File: src/rtl/rsnn_spi_pkg.sv
// Shared types and constants for the RSNN SPI responder.
// Latency: n/a (definitions only).
// Backpressure: n/a.
package rsnn_spi_pkg;

    typedef enum logic [1:0] {
        IDLE  = 2'd0,
        CMD   = 2'd1,
        WDATA = 2'd2,
        RDATA = 2'd3
    } spi_state_e;

    localparam int CMD_RW_BIT = 7;
    localparam int SPI_BYTE_W = 8;

endpackage

File: src/rtl/rsnn_sync_edge.sv
// Multi-stage synchronizer with registered rise/fall pulses for one async pin.
// Latency: STAGES+1 clk from pin change to pulse.
// Backpressure: none; pulses are single-cycle and unconditional.
module rsnn_sync_edge #(
    parameter int STAGES = 2
) (
    input  logic clk,
    input  logic rst_n,
    input  logic din,
    output logic rise,
    output logic fall
);

    logic [STAGES-1:0] sync_q;
    logic              prev_q;

    // Resetting the chain low means a pin already low at reset release gives no edge.
    always_ff @(posedge clk or negedge rst_n) begin
        if (!rst_n) begin
            sync_q <= '0;
            prev_q <= 1'b0;
            rise   <= 1'b0;
            fall   <= 1'b0;
        end else begin
            sync_q <= {sync_q[STAGES-2:0], din};
            prev_q <= sync_q[STAGES-1];
            rise   <= sync_q[STAGES-1] & ~prev_q;
            fall   <= ~sync_q[STAGES-1] & prev_q;
        end
    end

endmodule

File: src/rtl/rsnn_spi_responder.sv
// SPI mode-0 responder turning host frames into parameter-memory read/write strobes.
// Latency: strobe 1 clk after the detected 8th sclk rise; read byte on miso 2 clk after mem_re.
// Backpressure: none; host must keep sclk phases >= 4 clk.
module rsnn_spi_responder
    import rsnn_spi_pkg::*;
#(
    parameter int ADDR_W      = 7,
    parameter int DATA_W      = 8,
    parameter int SYNC_STAGES = 2
) (
    input  logic              clk,
    input  logic              rst_n,
    input  logic              sclk,
    input  logic              cs_n,
    input  logic              mosi,
    output logic              miso,
    output logic              miso_oe,
    output logic [ADDR_W-1:0] mem_addr,
    output logic [DATA_W-1:0] mem_wdata,
    output logic              mem_we,
    output logic              mem_re,
    input  logic [DATA_W-1:0] mem_rdata
);

    logic                  sclk_rise, sclk_fall, cs_rise, cs_fall;
    logic [SYNC_STAGES:0]  mosi_q;
    logic                  mosi_s;
    spi_state_e            state_q, state_d;
    logic [2:0]            bit_cnt;
    logic [SPI_BYTE_W-2:0] rx_sh;
    logic [SPI_BYTE_W-1:0] rx_byte;
    logic [SPI_BYTE_W-1:0] tx_sh;
    logic                  load_q;
    logic                  byte_done;

    rsnn_sync_edge #(.STAGES(SYNC_STAGES)) u_sclk_sync (
        .clk   (clk),
        .rst_n (rst_n),
        .din   (sclk),
        .rise  (sclk_rise),
        .fall  (sclk_fall)
    );

    rsnn_sync_edge #(.STAGES(SYNC_STAGES)) u_cs_sync (
        .clk   (clk),
        .rst_n (rst_n),
        .din   (cs_n),
        .rise  (cs_rise),
        .fall  (cs_fall)
    );

    // One extra stage keeps mosi aligned with the registered sclk edge pulse.
    always_ff @(posedge clk or negedge rst_n) begin
        if (!rst_n) mosi_q <= '0;
        else        mosi_q <= {mosi_q[SYNC_STAGES-1:0], mosi};
    end
    assign mosi_s = mosi_q[SYNC_STAGES];

    assign rx_byte   = {rx_sh, mosi_s};
    assign byte_done = sclk_rise && (bit_cnt == 3'(SPI_BYTE_W - 1));
    assign miso      = tx_sh[SPI_BYTE_W-1];

    always_ff @(posedge clk or negedge rst_n) begin
        if (!rst_n) state_q <= IDLE;
        else        state_q <= state_d;
    end

    always_comb begin
        state_d = state_q;
        case (state_q)
            IDLE:    if (cs_fall) state_d = CMD;
            CMD:     if (byte_done) state_d = rx_byte[CMD_RW_BIT] ? WDATA : RDATA;
            default: ;
        endcase
        if (cs_rise) state_d = IDLE;
    end

    always_ff @(posedge clk or negedge rst_n) begin
        if (!rst_n) begin
            miso_oe   <= 1'b0;
            mem_addr  <= '0;
            mem_wdata <= '0;
            mem_we    <= 1'b0;
            mem_re    <= 1'b0;
            bit_cnt   <= '0;
            rx_sh     <= '0;
            tx_sh     <= '0;
            load_q    <= 1'b0;
        end else begin
            mem_we <= 1'b0;
            mem_re <= 1'b0;
            load_q <= mem_re;

            if (cs_fall)      miso_oe <= 1'b1;
            else if (cs_rise) miso_oe <= 1'b0;

            // Post-increment happens in the cycle after the strobe so addr is stable with we.
            if (mem_we) mem_addr <= mem_addr + 1'b1;

            if (state_q == IDLE) begin
                bit_cnt <= '0;
            end else if (sclk_rise) begin
                bit_cnt <= bit_cnt + 3'd1;
                rx_sh   <= rx_byte[SPI_BYTE_W-2:0];
                if (byte_done) begin
                    case (state_q)
                        CMD: begin
                            mem_addr <= rx_byte[ADDR_W-1:0];
                            mem_re   <= ~rx_byte[CMD_RW_BIT];
                        end
                        WDATA: begin
                            mem_we    <= 1'b1;
                            mem_wdata <= rx_byte;
                        end
                        RDATA: begin
                            mem_addr <= mem_addr + 1'b1;
                            mem_re   <= 1'b1;
                        end
                        default: ;
                    endcase
                end
            end

            // The fall right after a byte boundary must keep the freshly loaded MSB on the pin.
            if (state_q != RDATA)
                tx_sh <= '0;
            else if (load_q)
                tx_sh <= mem_rdata;
            else if (sclk_fall && bit_cnt != 3'd0)
                tx_sh <= {tx_sh[SPI_BYTE_W-2:0], 1'b0};
        end
    end

endmodule

File: config.mk
export PLATFORM = sky130hd
export DESIGN_NAME = rsnn_spi_responder
export DESIGN_NICKNAME = d
export VERILOG_FILES = /design/src/rtl/rsnn_spi_pkg.sv /design/src/rtl/rsnn_sync_edge.sv /design/src/rtl/rsnn_spi_responder.sv
export SDC_FILE = /design/constraint.sdc
export NUM_CORES = 1
export LEC_CHECK = 0
export ABC_AREA = 1
export CORE_UTILIZATION = 25
export CTS_BUF_LIST = sky130_fd_sc_hd__clkbuf_2
export DETAILED_ROUTE_END_ITERATION = 6
export MAX_ROUTING_LAYER = met4
export PLACE_DENSITY_LB_ADDON = 0.25
export SETUP_SLACK_MARGIN = 0.3
export SLEW_MARGIN = 30
export SYNTH_ARGS = -nofsm -noshare
export SYNTH_HDL_FRONTEND = slang
export SYNTH_HIERARCHICAL = 1
export SYNTH_SLANG_ARGS = --single-unit
File: constraint.sdc
create_clock -name clk -period 3.2 [get_ports clk]
set_input_delay 0.64 -clock clk [delete_from_list [all_inputs] [get_ports clk]]
set_output_delay 0.64 -clock clk [all_outputs]
set_load 0.05 [all_outputs]
==> reports/results.ini <==
[clock_network]
clock_latency_ns = 0.43
clock_sinks = 52
numCtsBuffers = 5
path_clk_slew_ns = 0.28
cts_hold_buf = 0
clockRootBuffer = clkbuf_2
clk_path_buf_depth = 2
post_cts_buffers = 0
h-tree-depth = 2
cts_resized = 0
cts_tree = yes

[global_routing]
grt.overflow.total = 0
grt_use_total = 0.104
grt_pass1_wl_mm = 7.73
grt_max_degree = 43
grt_antenna_before_repair = 0
first_global_vias = 1594

[synth]
synthAdderAreaFrac = 0.0217
synth_top_cell_by_area = dfrtp_1
yosys.area_share.simple = 0.158
ys_warn_count = 6
synth_commonest_cells = 61 x nand2_1, 52 x dfrtp_1, 41 x inv_1
synthTopCellsByArea = dfrtp_1 56%, nand2_1 9.9%, inv_1 6.7%, o21ai_0 4.3%, o21ai_2 3.0%
syn_nets = 267
synth_top_family_by_area = simple AND/OR/NAND/NOR gates
synth_edf_count = 0
synth-compound-area-share = 0.149
syn_inst = 250
yosysMostFrequentCell = nand2_1
synthXorXnorAreaFrac = 0.0152
ys_seq_elements = 52
synth.avg_cell_area_sq_um = 9.22
ys_seq_area_frac = 0.564
dominantRegCellSynth = dfrtp_1
netlist_area_sq_um = 2310
synth_mux_area_frac = 0.00434
synth-async-reset-ratio = 1.00
synth_cell_type_count = 24
synth_top_cell_area_share = 0.564

[pwr]
pwr_density_cell_nw_per_um2 = 476
p_leak_nw = 1.29
p_comb_frac = 0.169
peakVddDrop_v = 0.000232
power_frac_seq = 0.572
pwr-share-clk = 0.259
finalPower_mw = 1.33
swShare = 0.309
p_sw_uw = 410
p_int_uw = 919

[timing]
hold_ws_ns = 0.139
period_share = 0.809
fin_skew_ns = 0.0291
drv_slew = 0
slew_headroom = 0.605
period_minus_slack_ns = 2.59
rsz0062_at_grt = false
setup_viol = 0
hold_viol_final = 0
layout_setup_ws_ns = 0.612
fmax_ghz = 0.386
worst_pin_slew_ns = 0.591
tns_ns = 0

[finish]
utilization = 0.317
num-fill-cells = 904
fin_cells = 394
drive_gt1_frac = 0.0804
antenna_cells = 0
area_growth_pct = 21.0
finalNetCount = 302
design_area_sq_um = 2790

[place]
dp_slack_ns = 1.14
dpl.hpwl_mm = 3.22
place_inst = 386
gp_congestion = 0.755
dpl_cell_area_sq_um = 2720
portBuffers = 31

[worst_setup_path]
reg2reg_slack_ns = 1.53
path_buf_inv = 1
crit_fanout = 11
reg2reg_to = mem_wdata[0]
cp-start-kind = register
rr_worst_depth = 7
cpPeakStageDelay_ns = 0.88
worstSetupPathType = register to primary output
worstSetupEndpoint = mem_we
required_ns = 2.56
cp_data_arrival_time_ns = 1.95
slowest_stage = clkdlybuf4s50_1
path_depth = 1
cp_cell_sequence = clkdlybuf4s50_1
r2r-start = bit_cnt[0]
cp-startpoint = mem_we
critPathTopFamily = buffers and inverters
worstSetupEndpointType = primary output

[floorplan]
ios = 32
die_h_um = 98.0
start_util = 0.262
core-area_sq_um = 8810
die_x_um = 98.0
rows = 34
dieArea_sq_um = 9610

[drt]
drcViolationCount = 0
drt_first_pass_iters = 4
vias = 1654
detail_route.wl_per_cell_um = 11.5
viasPerCell = 4.20
routed_wirelength_mm = 4.52
first_iter_violations = 72
ant_nets = 0

[flow_run]
maxCapViolations = 0

[worst_hold_path]
hold_path_class = input pin to asynchronous set/reset pin

[outcome]
status = complete, no violations

[how the worst min path moves through the flow]
stage | cells past startpoint | from | to | slack (ns)
2_1_floorplan | 0 | mosi_q[0] | mosi_q[1] | 0.33
4_1_cts | 1 | rst_n | mem_wdata[5] | 0.13
6_report | 1 | rst_n | state_q[0] | 0.14
3_5_place_dp | 0 | mosi_q[0] | mosi_q[1] | 0.33
3_3_place_gp | 0 | mosi_q[0] | mosi_q[1] | 0.33
5_1_grt | 1 | rst_n | mem_wdata[6] | 0.13
[layout by cell type, fill, tap and decap left out]
cell and n:
inv_4 1, nand2_4 1, nand3_4 1, inv_1 41, ha_1 4, nand2_2 1, nor2_1 8, nor3_2 1
dfrtp_1 52, clkinv_1 1, o21ai_0 20, o21ai_1 7, xnor2_1 2, o22ai_1 2, buf_4 3, clkdlybuf4s50_1 30
a21oi_1 10, o21bai_1 2, bufinv_16 1, o211ai_1 7, mux2i_1 1, clkbuf_2 5, nand3_1 12, clkinv_4 1
xor2_1 2, o2111ai_1 1, nand2_1 61, o21ai_2 8
[kinds of logic (layout without fill, tap and decap cells)]
kind of cell,after synthesis,in the layout
muxes,1,1
and+or+nand+nor,85,85
adders and majority gates,4,4
buffers and inverters,47,83
DFF,52,52
xor gates and xnor gates,4,4
AOI/OAI and AO/OA,57,57
[cell type report]
cell class / count / area (sq um) / area share
clock buffer: 5 / 25.0 / 0.00897
clock inverter: 3 / 42.5 / 0.0152
inverter: 42 / 160 / 0.0574
multi-input combinational: 151 / 803 / 0.288
sequential: 52 / 1300 / 0.466
tap: 108 / 135 / 0.0484
timing repair buffer: 33 / 323 / 0.116
[routing by layer]
metal | vias up | wire [um] | global-route usage
li1 | 867 | - | -
met2 | 26 | 1880 | 0.147
met4 | 0 | 61 | 0.0315
met1 | 755 | 2360 | 0.144
met3 | 6 | 207 | 0.0272
met5 | - | 0 | -
[power groups by stage]
stage,clock network (mW),registers (mW),logic [mW]
after global placement,0,0.771,0.226
after CTS,0.363,0.761,0.230
after detailed placement,0,0.772,0.229
after global routing,0.390,0.771,0.261
after floorplan,0,0.778,0.139
final,0.344,0.759,0.225
[registers in the layout, indices dropped and copies added, names as in the netlist, 2 cells and up]
| signal | count |
|---|---|
| u_sclk_sync/sync_q | 2 |
| bit_cnt | 3 |
| u_cs_sync/sync_q | 2 |
| mem_addr | 7 |
| tx_sh | 8 |
| mem_wdata | 8 |
| mosi_q | 3 |
| state_q | 2 |
| rx_sh | 7 |
Power figures use the tool's default switching activity.
